`src/rtl/dout_trace_capture_if.sv`:
```
// Bundle of the capture, read and status signals of the dout trace FIFO.
// The host side owns the controls; the capture block owns the results.
interface dout_trace_capture_if #(
    parameter int DATA_W = 16,
    parameter int ADDR_W = 4,
    parameter int DROP_W = 8
);
    logic              cap_en;
    logic              cap_mode;
    logic [DATA_W-1:0] dout_in;
    logic              rd_en;
    logic              clr_ovf;
    logic [DATA_W-1:0] rd_data;
    logic              rd_valid;
    logic              empty;
    logic              full;
    logic [ADDR_W:0]   count;
    logic              overflow;
    logic [DROP_W-1:0] drop_cnt;

    modport master (
        output cap_en, cap_mode, dout_in, rd_en, clr_ovf,
        input  rd_data, rd_valid, empty, full, count, overflow, drop_cnt
    );

    modport slave (
        input  cap_en, cap_mode, dout_in, rd_en, clr_ovf,
        output rd_data, rd_valid, empty, full, count, overflow, drop_cnt
    );
endinterface

```
`src/rtl/dout_trace_capture.sv`:
```
// Samples the processor dout bus into a FIFO, either every enabled cycle or only
// on change, with a registered read port and sticky/saturating overflow accounting.
module dout_trace_capture #(
    parameter int DATA_W = 16,
    parameter int DEPTH  = 16,
    parameter int ADDR_W = $clog2(DEPTH),
    parameter int DROP_W = 8
) (
    input logic                clk,
    input logic                sys_rst,
    dout_trace_capture_if.slave bus
);
    localparam logic [ADDR_W:0]   CNT_ONE  = (ADDR_W+1)'(1);
    localparam logic [ADDR_W:0]   CNT_FULL = (ADDR_W+1)'(DEPTH);
    localparam logic [ADDR_W-1:0] PTR_ONE  = ADDR_W'(1);
    localparam logic [DROP_W-1:0] DROP_ONE = DROP_W'(1);

    logic [DATA_W-1:0] mem [DEPTH];

    logic [ADDR_W-1:0] wptr_reg;
    logic [ADDR_W-1:0] rptr_reg;
    logic [ADDR_W:0]   count_reg;
    logic [ADDR_W:0]   count_next;
    logic              empty_reg;
    logic              full_reg;
    logic [DATA_W-1:0] rd_data_reg;
    logic              rd_valid_reg;
    logic [DATA_W-1:0] last_reg;
    logic              have_last_reg;
    logic              overflow_reg;
    logic [DROP_W-1:0] drop_cnt_reg;

    logic cap_req;
    logic rd_acc;
    logic wr_acc;
    logic drop;

    // In on-change mode the very first sample after (re)enable is always taken.
    always_comb begin
        cap_req = bus.cap_en & (~bus.cap_mode | ~have_last_reg | (bus.dout_in != last_reg));
        rd_acc  = bus.rd_en & ~empty_reg;
        wr_acc  = cap_req & (~full_reg | rd_acc);
        drop    = cap_req & ~wr_acc;
    end

    always_comb begin
        count_next = count_reg;
        case ({wr_acc, rd_acc})
            2'b10:   count_next = count_reg + CNT_ONE;
            2'b01:   count_next = count_reg - CNT_ONE;
            default: count_next = count_reg;
        endcase
    end

    // Storage array kept free of reset so it maps onto block RAM.
    always_ff @(posedge clk) begin
        if (wr_acc && sys_rst) begin
            mem[wptr_reg] <= bus.dout_in;
        end
    end

    always_ff @(posedge clk or negedge sys_rst) begin
        if (!sys_rst) begin
            wptr_reg      <= '0;
            rptr_reg      <= '0;
            count_reg     <= '0;
            empty_reg     <= 1'b1;
            full_reg      <= 1'b0;
            rd_data_reg   <= '0;
            rd_valid_reg  <= 1'b0;
            last_reg      <= '0;
            have_last_reg <= 1'b0;
        end else begin
            count_reg    <= count_next;
            empty_reg    <= (count_next == '0);
            full_reg     <= (count_next == CNT_FULL);
            rd_valid_reg <= rd_acc;
            if (rd_acc) begin
                rd_data_reg <= mem[rptr_reg];
                rptr_reg    <= rptr_reg + PTR_ONE;
            end
            if (wr_acc) begin
                wptr_reg <= wptr_reg + PTR_ONE;
            end
            // A dropped sample must not become the on-change reference value.
            if (!bus.cap_en) begin
                have_last_reg <= 1'b0;
            end else if (wr_acc) begin
                last_reg      <= bus.dout_in;
                have_last_reg <= 1'b1;
            end
        end
    end

    always_ff @(posedge clk or negedge sys_rst) begin
        if (!sys_rst) begin
            overflow_reg <= 1'b0;
            drop_cnt_reg <= '0;
        end else if (bus.clr_ovf) begin
            overflow_reg <= 1'b0;
            drop_cnt_reg <= '0;
        end else if (drop) begin
            overflow_reg <= 1'b1;
            if (drop_cnt_reg != '1) begin
                drop_cnt_reg <= drop_cnt_reg + DROP_ONE;
            end
        end
    end

    assign bus.rd_data  = rd_data_reg;
    assign bus.rd_valid = rd_valid_reg;
    assign bus.empty    = empty_reg;
    assign bus.full     = full_reg;
    assign bus.count    = count_reg;
    assign bus.overflow = overflow_reg;
    assign bus.drop_cnt = drop_cnt_reg;
endmodule

```
`src/flat_wrapper.sv`:
```
// flat-port wrapper written by rule: the top's interface ports become plain ports
module dout_trace_capture_flat 
#(
    parameter int DATA_W = 16,
    parameter int DEPTH  = 16,
    parameter int ADDR_W = $clog2(DEPTH),
    parameter int DROP_W = 8
)
  (clk, sys_rst, bus_cap_en, bus_cap_mode, bus_dout_in, bus_rd_en, bus_clr_ovf, bus_rd_data, bus_rd_valid, bus_empty, bus_full, bus_count, bus_overflow, bus_drop_cnt);
  dout_trace_capture_if #(.DATA_W(DATA_W), .ADDR_W(ADDR_W), .DROP_W(DROP_W)) bus_i ();
  input logic clk;
  input logic sys_rst;
  input wire logic [$bits(bus_i.cap_en)-1:0] bus_cap_en;
  input wire logic [$bits(bus_i.cap_mode)-1:0] bus_cap_mode;
  input wire logic [$bits(bus_i.dout_in)-1:0] bus_dout_in;
  input wire logic [$bits(bus_i.rd_en)-1:0] bus_rd_en;
  input wire logic [$bits(bus_i.clr_ovf)-1:0] bus_clr_ovf;
  output wire logic [$bits(bus_i.rd_data)-1:0] bus_rd_data;
  output wire logic [$bits(bus_i.rd_valid)-1:0] bus_rd_valid;
  output wire logic [$bits(bus_i.empty)-1:0] bus_empty;
  output wire logic [$bits(bus_i.full)-1:0] bus_full;
  output wire logic [$bits(bus_i.count)-1:0] bus_count;
  output wire logic [$bits(bus_i.overflow)-1:0] bus_overflow;
  output wire logic [$bits(bus_i.drop_cnt)-1:0] bus_drop_cnt;
  assign bus_i.cap_en = bus_cap_en;
  assign bus_i.cap_mode = bus_cap_mode;
  assign bus_i.dout_in = bus_dout_in;
  assign bus_i.rd_en = bus_rd_en;
  assign bus_i.clr_ovf = bus_clr_ovf;
  assign bus_rd_data = bus_i.rd_data;
  assign bus_rd_valid = bus_i.rd_valid;
  assign bus_empty = bus_i.empty;
  assign bus_full = bus_i.full;
  assign bus_count = bus_i.count;
  assign bus_overflow = bus_i.overflow;
  assign bus_drop_cnt = bus_i.drop_cnt;
  dout_trace_capture #(.DATA_W(DATA_W), .DEPTH(DEPTH), .ADDR_W(ADDR_W), .DROP_W(DROP_W)) u_core (.clk(clk), .sys_rst(sys_rst), .bus(bus_i));
endmodule
```
`config.mk`:
```
export PLATFORM = sky130hd
export DESIGN_NAME = dout_trace_capture_flat
export DESIGN_NICKNAME = d
export VERILOG_FILES = /design/src/rtl/dout_trace_capture_if.sv /design/src/rtl/dout_trace_capture.sv /design/src/flat_wrapper.sv
export SDC_FILE = /design/constraint.sdc
export NUM_CORES = 1
export LEC_CHECK = 0
export CAP_MARGIN = 20
export CORE_MARGIN = 4
export CORE_UTILIZATION = 54
export CTS_CLUSTER_DIAMETER = 30
export DETAILED_ROUTE_END_ITERATION = 7
export GPL_ROUTABILITY_DRIVEN = 0
export PLACE_DENSITY = 0.74
export SLEW_MARGIN = 10
export SYNTH_ARGS = -nofsm -noshare
export SYNTH_HDL_FRONTEND = slang
export SYNTH_SLANG_ARGS = --single-unit
```
`constraint.sdc`:
```
create_clock -name clk -period 3 [get_ports clk]
set_input_delay 0.45 -clock clk [delete_from_list [all_inputs] [get_ports clk]]
set_output_delay 0.45 -clock clk [all_outputs]
set_load 0.005 [all_outputs]
```
# Word level (Yosys, flattened, before mapping)
# Memories as Yosys holds them, arrays and structs flattened. A register that Yosys moved wholly into a read port is not among the register bits.
# Index checks and enable logic that the tools add are counted.
[totals]
reg_bits = 42
latch_bits = 0
ram_bits = 256
romBits = 0
memories = 1
[memory_table]
columns = ["memory", "depth", "width", "read_ports", "rd_clocked_by_memory_dff", "write_ports", "line_no", "source"]
rows = [
  ["u_core.mem", 16, 16, 1, 1, 1, "dout_trace_capture.sv:18", "logic [DATA_W-1:0] mem [DEPTH];"],
]
[classes]
addsub = 5
mul = 0
n_div = 0
order_cmp = 0
eq_ne = 6
shift = 0
mux = 10
n_bitwise = 12
n_reduce_logical = 7
[ops]
columns = ["op", "count"]
rows = [
  ["2-to-1 mux 8 bit", 3],
  ["!= test 16 bit", 1],
  ["one-hot mux 5 bit (2 select lines)", 1],
  ["adder 4 x 1 -> 4 bit (second input constant)", 2],
  ["adder 8 x 1 -> 8 bit (second input constant)", 1],
  ["!= test 8 bit (second input constant)", 1],
  ["2-to-1 mux 1 bit", 6],
  ["adder 5 x 1 -> 5 bit (second input constant)", 1],
  ["== test 5 bit (second input constant)", 1],
  ["logical NOT 5 bit", 1],
  ["inverter 1 bit", 5],
  ["subtractor 5 x 1 -> 5 bit (second input constant)", 1],
  ["bitwise AND 1 bit", 4],
  ["AND reduction 2 bit", 2],
  ["nonzero test 2 bit", 2],
  ["bitwise OR 1 bit", 3],
  ["== test 2 x 1 -> 1 bit (second input constant)", 1],
  ["== test 2 bit (second input constant)", 1],
  ["!= test 2 x 1 -> 1 bit (second input constant)", 1],
  ["logical AND 1 bit", 1],
  ["logical NOT 1 bit", 1],
]

# Longest topological paths before layout
# Gate-level depths: netlist (run 1).
[logic_depth]
ltp_word = 9
depth_mapped = 15

# Worst setup path before layout (run 1)
# OpenSTA, ideal clock, no wires.
[synth_timing]
path_type = "input to register"
startpoint = "input port bus_dout_in[2]"
endpoint = "memory u_core.mem[0][0], enable pin"
setup_ns = 0.430
t_arrival_ns = 2.880
required_ns = 2.570
slack_ns = -0.311
path_stages = 7
n_path_buf = 2
path_cell_list = "xnor2_1 > and3_1 > nand4_1 > o211ai_2 > buf_6 > buf_6 > nor4_1"
[synth_via]
elab_chain_len = 7
[synth_lines]
columns = ["item", "line_no", "source"]
rows = [
  ["start, declared", "flat_wrapper.sv:15", "input wire logic [$bits(bus_i.dout_in)-1:0] bus_dout_in;"],
  ["!= test 16 bit", "dout_trace_capture.sv:40", "cap_req = bus.cap_en & (~bus.cap_mode | ~have_last_reg | (bus.dout_in != last_reg));"],
  ["bitwise OR 1 bit", "dout_trace_capture.sv:40", ""],
  ["bitwise AND 1 bit", "dout_trace_capture.sv:40", ""],
  ["bitwise AND 1 bit", "dout_trace_capture.sv:42", "wr_acc = cap_req & (~full_reg | rd_acc);"],
  ["logical AND 1 bit", "dout_trace_capture.sv:57", "if (wr_acc && sys_rst) begin"],
  ["2-to-1 mux 1 bit", "dout_trace_capture.sv:57", ""],
  ["2-to-1 mux 1 bit (not written as such)", "dout_trace_capture.sv:58", "mem[wptr_reg] <= bus.dout_in;"],
  ["end, declared", "dout_trace_capture.sv:18", ""],
]
# Every way passes these cells.

# Final worst setup path (run 1)
[layout_timing]
startpoint = "register u_core.last_reg[11]"
endpoint = "register u_core.full_reg (netlist: u_core.bus.full)"
[layout_via]
elab_chain_len = 7
word_cells_on_any_way = 8
[layout_lines]
columns = ["item", "line_no", "source"]
rows = [
  ["start, declared", "dout_trace_capture.sv:28", "logic [DATA_W-1:0] last_reg;"],
  ["start signal, assigned", "dout_trace_capture.sv:89", "last_reg <= bus.dout_in;"],
  ["!= test 16 bit *", "dout_trace_capture.sv:40", ""],
  ["bitwise OR 1 bit *", "dout_trace_capture.sv:40", ""],
  ["bitwise AND 1 bit *", "dout_trace_capture.sv:40", ""],
  ["bitwise AND 1 bit *", "dout_trace_capture.sv:42", ""],
  ["== test 2 x 1 -> 1 bit or == test 2 bit (tied branches)", "dout_trace_capture.sv:48", "case ({wr_acc, rd_acc})"],
  ["one-hot mux 5 bit (2 select lines) *", "dout_trace_capture.sv:48", ""],
  ["via u_core.count_next[3]", "dout_trace_capture.sv:23", "logic [ADDR_W:0] count_next;"],
  ["== test 5 bit *", "dout_trace_capture.sv:76", "full_reg <= (count_next == CNT_FULL);"],
  ["end signal, assigned", "dout_trace_capture.sv:76", ""],
  ["end, declared", "dout_trace_capture.sv:25", "logic full_reg;"],
]
# The timed path passes the listed nets; every way through them passes the cells marked *.
# A chain may end at the register's enable or synchronous reset.

==> flow_summary.toml, run 1 <==
[route]
wl_per_cell_um = 26.1
first_pass_iters = 7
via_per_inst = 6.21
num_vias = 7163
routed_wl_mm = 30.1
drc_errors = 0
ant_nets = 0
drt_first_iter_violations = 574

[power]
power.density_mw_per_mm2 = 981
ir_worst_vdd_mv = 0.574
netSwitchingFraction = 0.284
pwr-share-seq = 0.358
power.leakage_uw = 0.00563
combPwrFrac = 0.252
internal_power_uw = 11200
netSwitchingPower_uw = 4420
pwr-share-clk = 0.389

[run]
maxCapViolations = 0

[logic_synthesis]
syn_nets = 727
synth_top_flop_cell = "edfxtp_1"
synthMuxAreaShare = 0.134
yosysUniqueCellTypes = 40
synth_xor_area_frac = 0.0182
synth_compound_area_frac = 0.0436
ys_warn_count = 0
async_flop_share = 0.185
yosys.area_share.simple = 0.0411
synth_seq_area_share = 0.732
syn_inst = 694
synth_top_family_by_area = "multiplexers"
ys_seq_elements = 314
syn_area_per_cell_um2 = 18.0
netlist_area_mm2 = 0.0125
synth_edf_count = 256
synthAdderAreaFrac = 0.0116

[finish]
syn_to_final_growth_pct = 27.1
largest_register_ffs = 256
utilization = 0.699
final_cells = 1154
mostFrequentLayoutCell = "edfxtp_1"
fillers = 1341
layout-drive-gt1-share = 0.277
fin_nets = 861
final_cell_mix = "edfxtp_1, dfrtp_1, nand2_1, clkbuf_16"
diodes = 0

[timing]
tightest_slew_ns = 0.833
post-route-period-util = 1.04
report.final.slew_viol_count = 0
max_freq_mhz = 320
final_hold_viol_count = 0
finClkSkew_ns = 0.0114
timing.final.crit_period_ns = 3.13
max_slew_margin = 0.443
grt_setup_unrepaired = "true"
setup_viol = 3
fin_ws_ns = -0.129

[setup_path]
ff2ff_setup_slack_ns = -0.13
r2r_start = "u_core.last_reg[11]"
cp_max_fo = 3
r2r-end = "u_core.bus.full"
crit_start = "u_core.last_reg[11]"
worstSetupEndpointType = "flop"
arrival_ns = 3.60
critPathKind = "reg2reg"
crit_path_start_kind = "flop"
endpoint = "u_core.bus.full"
cp.required_ns = 3.47
reg2regPathDepth = 13

[die]
die_w_um = 160
io_pins = 55
start_util = 0.550
dieArea_mm2 = 0.0256
rows = 55
core-area_mm2 = 0.0227
fp.dieH_um = 160

[global_route]
grt.overflow.total = 0
antenna_found_initial = 0
grt_max_degree = 47
track_usage = 0.240
grt_pass1_wl_mm = 46.4
grt_pass1_vias = 7722

[cts]
clockBufferDepth = 3
cts_buffers = 50
clk_pin_slew_ns = 0.05
cts_max_level = 2
cts_tree = "yes"
cts-root-buf = "clkbuf_16"
clk_latency_ns = 0.54
clock_sinks = 314

[worst_hold_path]
hold_class = "in2reg"

[status]
violations = "negative setup slack"
status = "finished with violations"

[placement]
dp_cells = 1057
pre_cts_ws_ns = -1.13
hpwl_mm = 17.5
port_buffers = 54
## metal layers
layer | part of all wire | global-route usage | up-vias | routed length, µm
met1 | 0.39 | 0.316 | 3724 | 11800
met5 | 0 | 0 | - | 0
met2 | 0.51 | 0.404 | 347 | 15500
met3 | 0.069 | 0.0485 | 57 | 2090
met4 | 0.027 | 0.0802 | 0 | 799
li1 | - | - | 3035 | -
## cell usage after synthesis (all sizes together), types with 10 or more instances
master | instances | area, µm²
inv | 14 | 52.6
xor2 | 17 | 149
mux4 | 48 | 1080
nor2 | 11 | 41.3
buf | 19 | 133
o21ai | 37 | 196
ha | 10 | 125
nand2 | 51 | 191
mux2 | 22 | 248
clkbuf | 18 | 67.6
dfrtp | 57 | 1430
mux2i | 34 | 340
o221ai | 32 | 280
nor3 | 15 | 75.1
edfxtp | 256 | 7690
## final cells by class
cell class	count	area, µm²	share of cell area
Multi-Input combinational cell	329	3250	0.205
Clock buffer	58	1310	0.0826
Inverter	14	52.6	0.00331
Sequential cell	314	9150	0.576
Tap cell	285	357	0.0225
Clock inverter	35	483	0.0304
Timing Repair Buffer	119	1280	0.0807
## worst min path at each step
stage / from / end / slack, ns / cells after the start
global placement: sys_rst / u_core.last_reg[1] / 0.42 / 1
floorplan: sys_rst / u_core.bus.count[0] / 0.15 / 0
CTS: sys_rst / u_core.last_reg[1] / 0.43 / 2
global route: bus_dout_in[9] / u_core.mem[14][9] / 0.36 / 1
finish: bus_dout_in[9] / u_core.mem[15][9] / 0.36 / 1
detailed placement: sys_rst / u_core.last_reg[5] / 0.45 / 1
## power by group through the flow
stage	clock network (µW)	logic (µW)	registers [µW]
3_5_place_dp	0	3780	5650
2_1_floorplan	0	2480	5460
5_1_grt	6340	4260	5640
4_1_cts	6110	3910	5580
3_3_place_gp	0	3640	5610
6_report	6060	3930	5580
## per-stage QoR
stage | TNS (ns) | instance area, µm² | power [µW] | hold WS, ns
2_1_floorplan | -20.47 | 12500 | 7940 | 0.154
4_1_cts | -0.234 | 15800 | 15600 | 0.429
3_5_place_dp | -105.84 | 14000 | 9430 | 0.447
3_3_place_gp | -96.40 | 14000 | 9250 | 0.424
5_1_grt | -0.661 | 15900 | 16200 | 0.358
6_report | -0.297 | 15900 | 15600 | 0.362
## worst max-delay path, cell delays in order, from the launching register on
cell,delay (ns)
dfrtp_1,0.39
xor2_1,0.18
nor4_2,0.33
nand4_1,0.15
buf_6,0.16
o211ai_4,0.21
ha_4,0.17
ha_1,0.23
a21o_1,0.17
a21oi_2,0.14
xor2_1,0.19
o21ai_2,0.11
or4_4,0.50
nor2b_1,0.12
## repair_timing
action / in CTS / in global routing
pin swaps: 5 / 10
gates resized for setup: 11 / 7
buffers inserted: 2 / 1
endpoints found under the hold margin: 12 / 0
setup endpoints to repair: 3 / 3
hold buffers: 1 / 0
## kinds of logic (layout without fill, tap and decap cells)
group / count (synthesis) / in the layout
flops: 314 / 314
simple gates: 110 / 110
mux: 104 / 104
compound gates: 78 / 78
buf+inv: 51 / 226
xor+xnor: 26 / 26
fa+ha+maj: 11 / 11
(Power assumes the default switching activity.)
==> inputs of run 2 (changes only) <==
==> constraint.sdc (replaced) <==
create_clock -name clk -period 2.7 [get_ports clk]
set_input_delay 0.405 -clock clk [delete_from_list [all_inputs] [get_ports clk]]
set_output_delay 0.405 -clock clk [all_outputs]
set_load 0.005 [all_outputs]
==> flow_summary.toml, run 2 (synthesis gave the netlist of run 1 again) <==
[cts]
clock_sinks = 314
cts_tree = "yes"
clk_pin_slew_ns = 0.05
cts-root-buf = "clkbuf_16"
clk_latency_ns = 0.54
cts_max_level = 2
clockBufferDepth = 3
cts_buffers = 50

[finish]
diodes = 0
syn_to_final_growth_pct = 27.4
fin_nets = 872
final_cell_mix = "edfxtp_1, buf_4, dfrtp_1"
layout-drive-gt1-share = 0.305
utilization = 0.701
final_area_mm2 = 0.0159
largest_register_ffs = 256
mostFrequentLayoutCell = "edfxtp_1"
final_cells = 1165

[status]
status = "finished with violations"
violations = "negative setup slack"

[setup_path]
cp_max_fo = 3
crit_top_cell = "buf_4"
cp.required_ns = 3.17
path_buf_inv = 5
worstSetupEndpointType = "flop"
cp_cell_sequence = "clkdlybuf4s50_1 > xor2_2 > nor4_4 > nand4_1 > buf_4 > o211ai_4 > ha_4 > buf_6 > buf_4 > ha_4 > buf_4 > xor2_2 > o21ai_1 > or4_4 > nor2b_1"
crit_family = "simple AND/OR/NAND/NOR gates"
critPathKind = "in2reg"
slowest_delay_ns = 0.56
crit_path_start_kind = "primary input"
slowest_stage = "or4_4"
arrival_ns = 3.69

[timing]
max_freq_mhz = 311
grt_setup_unrepaired = "true"
max_slew_margin = 0.337
report.final.slew_viol_count = 0
setup_viol = 5
tightest_slew_ns = 0.995
post-route-period-util = 1.19
finClkSkew_ns = 0.0210
final_hold_viol_count = 0
fin_ws_ns = -0.515
timing.final.crit_period_ns = 3.21

[global_route]
grt.overflow.total = 0
track_usage = 0.237
antenna_found_initial = 0
grt_pass1_vias = 7697
grt_max_degree = 57
grt_pass1_wl_mm = 46.1

[route]
wl_per_cell_um = 25.8
ant_nets = 0
num_vias = 7218
drc_errors = 0
first_pass_iters = 5
drt_first_iter_violations = 725
via_per_inst = 6.20
routed_wl_mm = 30.0

[die]
die_w_um = 160
dieArea_mm2 = 0.0256
core-area_mm2 = 0.0227
rows = 55
io_pins = 55
start_util = 0.550
fp.dieH_um = 160

[placement]
dp_cells = 1068
port_buffers = 54
hpwl_mm = 17.7
placement.cell_area_mm2 = 0.0140

[worst_hold_path]
hold_class = "in2async"

[run]
maxCapViolations = 0

[power]
power.leakage_uw = 0.00564
power.density_mw_per_mm2 = 1080
ir_worst_vdd_mv = 0.727
[run 2: cell types whose count changed in the layout (fill, tap and decap cells not counted), moves of 3 or more]
cell	before	now
bufinv_16	11	5
xor2_1	17	13
inv_8	0	5
xor2_2	0	4
buf_12	20	15
clkinv_1	7	0
nor4_4	0	4
buf_4	43	59
dlygate4sd2_1	3	0
clkdlybuf4s50_1	48	53
nor4_2	6	1
inv_6	4	13
clkbuf_1	6	3
[run 2: per-stage QoR]
step	setup slack (ns)	setup TNS [ns]	power, µW	hold WS [ns]
floorplan	-0.566	-55.26	8840	0.109
global placement	-1.32	-176.21	10300	0.228
detailed placement	-1.40	-184.78	10500	0.228
CTS	-0.500	-1.76	17100	0.263
global route	-0.617	-2.04	17900	0.282
finish	-0.515	-1.43	17100	0.274
[run 2: layer usage]
metal  vias up  track usage  part of all wire
li1       3057            -                 -
met5         -            0                 0
met2       357        0.396              0.51
met4         0       0.0645             0.021
met3        47       0.0490             0.080
met1      3757        0.322              0.39
[run 2: where the power goes]
| group | switching, µW | internal, µW |
|---|---|---|
| Sequential | 456 | 5770 |
| Clock | 2380 | 4060 |
| Combinational | 2300 | 2160 |
| Total | 5140 | 12000 |
[run 2: worst reg2reg max path, cell delays in order (launching register included)]
cell	delay [ns]
dfrtp_1	0.40
xor2_2	0.17
nor4_4	0.34
nand4_1	0.15
buf_4	0.18
o211ai_4	0.19
ha_4	0.18
buf_6	0.10
buf_4	0.11
ha_4	0.20
buf_4	0.14
xor2_2	0.16
o21ai_1	0.12
or4_4	0.56
nor2b_1	0.11
[run 2: repair_timing]
item	4_1_cts	5_1_grt
pin swaps	10	11
resized for setup	12	12
setup endpoints to repair	279	225
endpoints found under the hold margin	2	0
buffers inserted	1	2
hold buffers	1	0
[run 2: area by class of cell]
cell class | instances | area (µm²)
inverter | 14 | 52.6
clock inverter | 38 | 427
timing repair buffer | 130 | 1300
sequential | 314 | 9150
fill | 1354 | 6790
multi-input combinational | 329 | 3330
tap | 285 | 357
clock buffer | 55 | 1300
[run 2: worst paths after layout]
| path | start | end | slack, ns | cells past startpoint |
|---|---|---|---|---|
| setup / recovery | bus_dout_in[14] | u_core.bus.full | -0.51 | 15 |
| hold / removal | sys_rst | u_core.wptr_reg[3] | 0.27 | 2 |
| setup reg to reg | u_core.last_reg[14] | u_core.bus.full | -0.49 | 14 |
| hold reg to reg | u_core.bus.rd_data[15] | u_core.bus.rd_data[15] | 0.49 | 2 |
| max in group asynchronous | sys_rst | u_core.rptr_reg[0] | 1.30 | 3 |
| min in group clk | u_core.bus.rd_data[15] | u_core.bus.rd_data[15] | 0.49 | 2 |
==> inputs of run 3 (changes only) <==
--- a/config.mk
+++ b/config.mk
@@ -5,14 +5,15 @@
 export SDC_FILE = /design/constraint.sdc
 export NUM_CORES = 1
 export LEC_CHECK = 0
+export ABC_AREA = 1
 export CAP_MARGIN = 20
 export CORE_MARGIN = 4
-export CORE_UTILIZATION = 54
+export CORE_UTILIZATION = 55
 export CTS_CLUSTER_DIAMETER = 30
 export DETAILED_ROUTE_END_ITERATION = 7
+export DONT_BUFFER_PORTS = 1
 export GPL_ROUTABILITY_DRIVEN = 0
-export PLACE_DENSITY = 0.74
-export SLEW_MARGIN = 10
+export PLACE_DENSITY = 0.72
 export SYNTH_ARGS = -nofsm -noshare
 export SYNTH_HDL_FRONTEND = slang
 export SYNTH_SLANG_ARGS = --single-unit
==> flow_summary.toml, run 3 <==
[logic_synthesis]
syn_inst = 1089
synth_commonest_cells = "edfxtp_1, nand2_1, nor2_1"
async_flop_share = 0.185
ys_warn_count = 0
synth_seq_area_share = 0.703
yosysTopAreaCell = "edfxtp_1"
syn_area_per_cell_um2 = 11.9
synth_edf_count = 256
syn_nets = 1122
yosysMostFrequentCell = "edfxtp_1"
yosysUniqueCellTypes = 37
synth_top_area_frac = 0.591
synth_top_flop_cell = "edfxtp_1"
netlist_area_mm2 = 0.0130
synthTopCellsByArea = "edfxtp_1, dfrtp_1, nand2_1"
ys_seq_elements = 314

[setup_path]
critPathKind = "reg2reg"
cp_max_fo = 3
crit_path_start_kind = "flop"
r2r-end = "u_core.bus.full"
cp.required_ns = 3.17
crit_start = "u_core.last_reg[8]"
arrival_ns = 3.04
worstSetupEndpointType = "flop"
reg2regPathDepth = 16
ff2ff_setup_slack_ns = 0.13
r2r_start = "u_core.last_reg[8]"
endpoint = "u_core.bus.full"

[global_route]
track_usage = 0.255
grt_pass1_vias = 8546
grt_pass1_wl_mm = 50.2
antenna_found_initial = 1
grt_max_degree = 94
grt.overflow.total = 0

[worst_hold_path]
hold_class = "in2reg"

[timing]
grt_setup_unrepaired = "true"
post-route-period-util = 0.952
final_hold_viol_count = 0
max_freq_mhz = 389
report.final.slew_viol_count = 0
tns_ns = 0
setup_viol = 0
finClkSkew_ns = 0.0256
timing.final.crit_period_ns = 2.57
max_slew_margin = 0.413
tightest_slew_ns = 0.880

[finish]
layout-drive-gt1-share = 0.139
mostFrequentLayoutCell = "edfxtp_1"
diodes = 0
syn_to_final_growth_pct = 20.3
largest_register_ffs = 256
fin_nets = 1183
final_cell_mix = "edfxtp_1, nand2_1, nor2_1"

[route]
via_per_inst = 5.74
wl_per_cell_um = 22.0
drc_errors = 0
routed_wl_mm = 33.3
first_pass_iters = 5
drt_first_iter_violations = 1050
ant_nets = 0
num_vias = 8678

[cts]
cts-root-buf = "clkbuf_16"
cts_tree = "yes"
clk_pin_slew_ns = 0.05
clockBufferDepth = 3
cts_buffers = 52
clock_sinks = 314
clk_latency_ns = 0.54
cts_max_level = 2

[placement]
port_buffers = 0
hpwl_mm = 17.3

[power]
power.density_mw_per_mm2 = 1130
power.leakage_uw = 0.00600
power_uw = 17700
ir_worst_vdd_mv = 0.919

[die]
start_util = 0.556
die_w_um = 162
io_pins = 55
rows = 56
fp.dieH_um = 162
core-area_mm2 = 0.0234
dieArea_mm2 = 0.0262

[status]
status = "finished clean"

[run]
maxCapViolations = 0
## run 3: cell types whose count changed after synthesis, moves of 14 or more
cell / delta
nand3_1: +23
o22ai_1: +32
nor2_1: +82
o21ai_0: +52
a21oi_1: +48
nand2_1: +198
inv_1: +33
o21ai_1: +29
o211ai_1: +16
nor3_1: -14
mux4_2: -48
o221ai_1: -32
mux2_2: -17
## run 3: timing repair
action / in CTS / in global routing
hold buffers: 20 / 0
setup endpoints to repair: 0 / 3
gates resized for setup: 0 / 20
hold endpoints to repair: 318 / 0
setup buffers: 0 / 2
## run 3: metal layers
| layer | vias up | part of all wire | track usage | wire [µm] |
|---|---|---|---|---|
| met3 | 80 | 0.10 | 0.0629 | 3320 |
| met5 | - | 0 | 0 | 0 |
| li1 | 3964 | - | - | - |
| met1 | 4213 | 0.39 | 0.343 | 13100 |
| met4 | 0 | 0.031 | 0.0915 | 1040 |
| met2 | 421 | 0.48 | 0.410 | 15800 |
## run 3: cell type report
class	count	area [µm²]
Fill cell	1656	7750
Clock buffer	59	1370
Inverter	53	201
Timing Repair Buffer	58	569
Tap cell	319	399
Multi-Input combinational cell	671	3450
Sequential cell	314	9140
Clock inverter	37	514
## run 3: worst min path at each step
stage               startpoint                     end  cells past startpoint
2_1_floorplan          sys_rst     u_core.bus.count[0]                      0
3_3_place_gp           sys_rst     u_core.bus.rd_valid                      0
3_5_place_dp           sys_rst     u_core.bus.rd_valid                      0
4_1_cts        bus_dout_in[11]     u_core.last_reg[11]                      2
5_1_grt            bus_clr_ovf  u_core.bus.drop_cnt[4]                      3
6_report       bus_dout_in[10]     u_core.last_reg[10]                      2
## run 3: critical path, stage by stage, from the launching register on
cell,delay [ns]
dfrtp_1,0.39
xnor2_1,0.16
nand2_1,0.07
nor2_1,0.29
nand3_4,0.14
nand3_4,0.11
ha_4,0.15
inv_2,0.04
fa_2,0.35
inv_2,0.08
a21oi_2,0.05
nor2_1,0.13
nor2_1,0.05
nand2_1,0.07
nand3_2,0.08
xnor2_2,0.20
nor2b_1,0.15
## run 3: power breakdown
| part | switching [µW] | internal (µW) |
|---|---|---|
| Clock | 2280 | 4720 |
| Sequential | 412 | 5770 |
| Combinational | 3030 | 1510 |
## run 3: cell families (layout without fill, tap and decap cells)
family / after synthesis / in the layout / synth area share
adders and majority gates: 11 / 11 / 0.0112
buffers and inverters: 104 / 207 / 0.0376
and+or+nand+nor: 396 / 396 / 0.124
muxes: 32 / 32 / 0.0246
xor gates and xnor gates: 15 / 15 / 0.0101
DFF: 314 / 314 / 0.703
AOI/OAI and AO/OA: 217 / 217 / 0.0896
## run 3: metrics by stage
step / utilization / setup WS [ns] / hold WS (ns) / cells / cell area (µm²)
after floorplan: - / 0.103 / 0.109 / 1089 / 13000
after global placement: 0.575 / 0.0858 / 0.111 / 1393 / 13500
after detailed placement: 0.575 / -0.000757 / 0.111 / 1393 / 13500
after CTS: 0.665 / 0.0192 / 0.0218 / 1509 / 15600
after global routing: 0.669 / -0.0113 / 0.0481 / 1511 / 15700
final: 0.669 / 0.129 / 0.0375 / 1511 / 15700
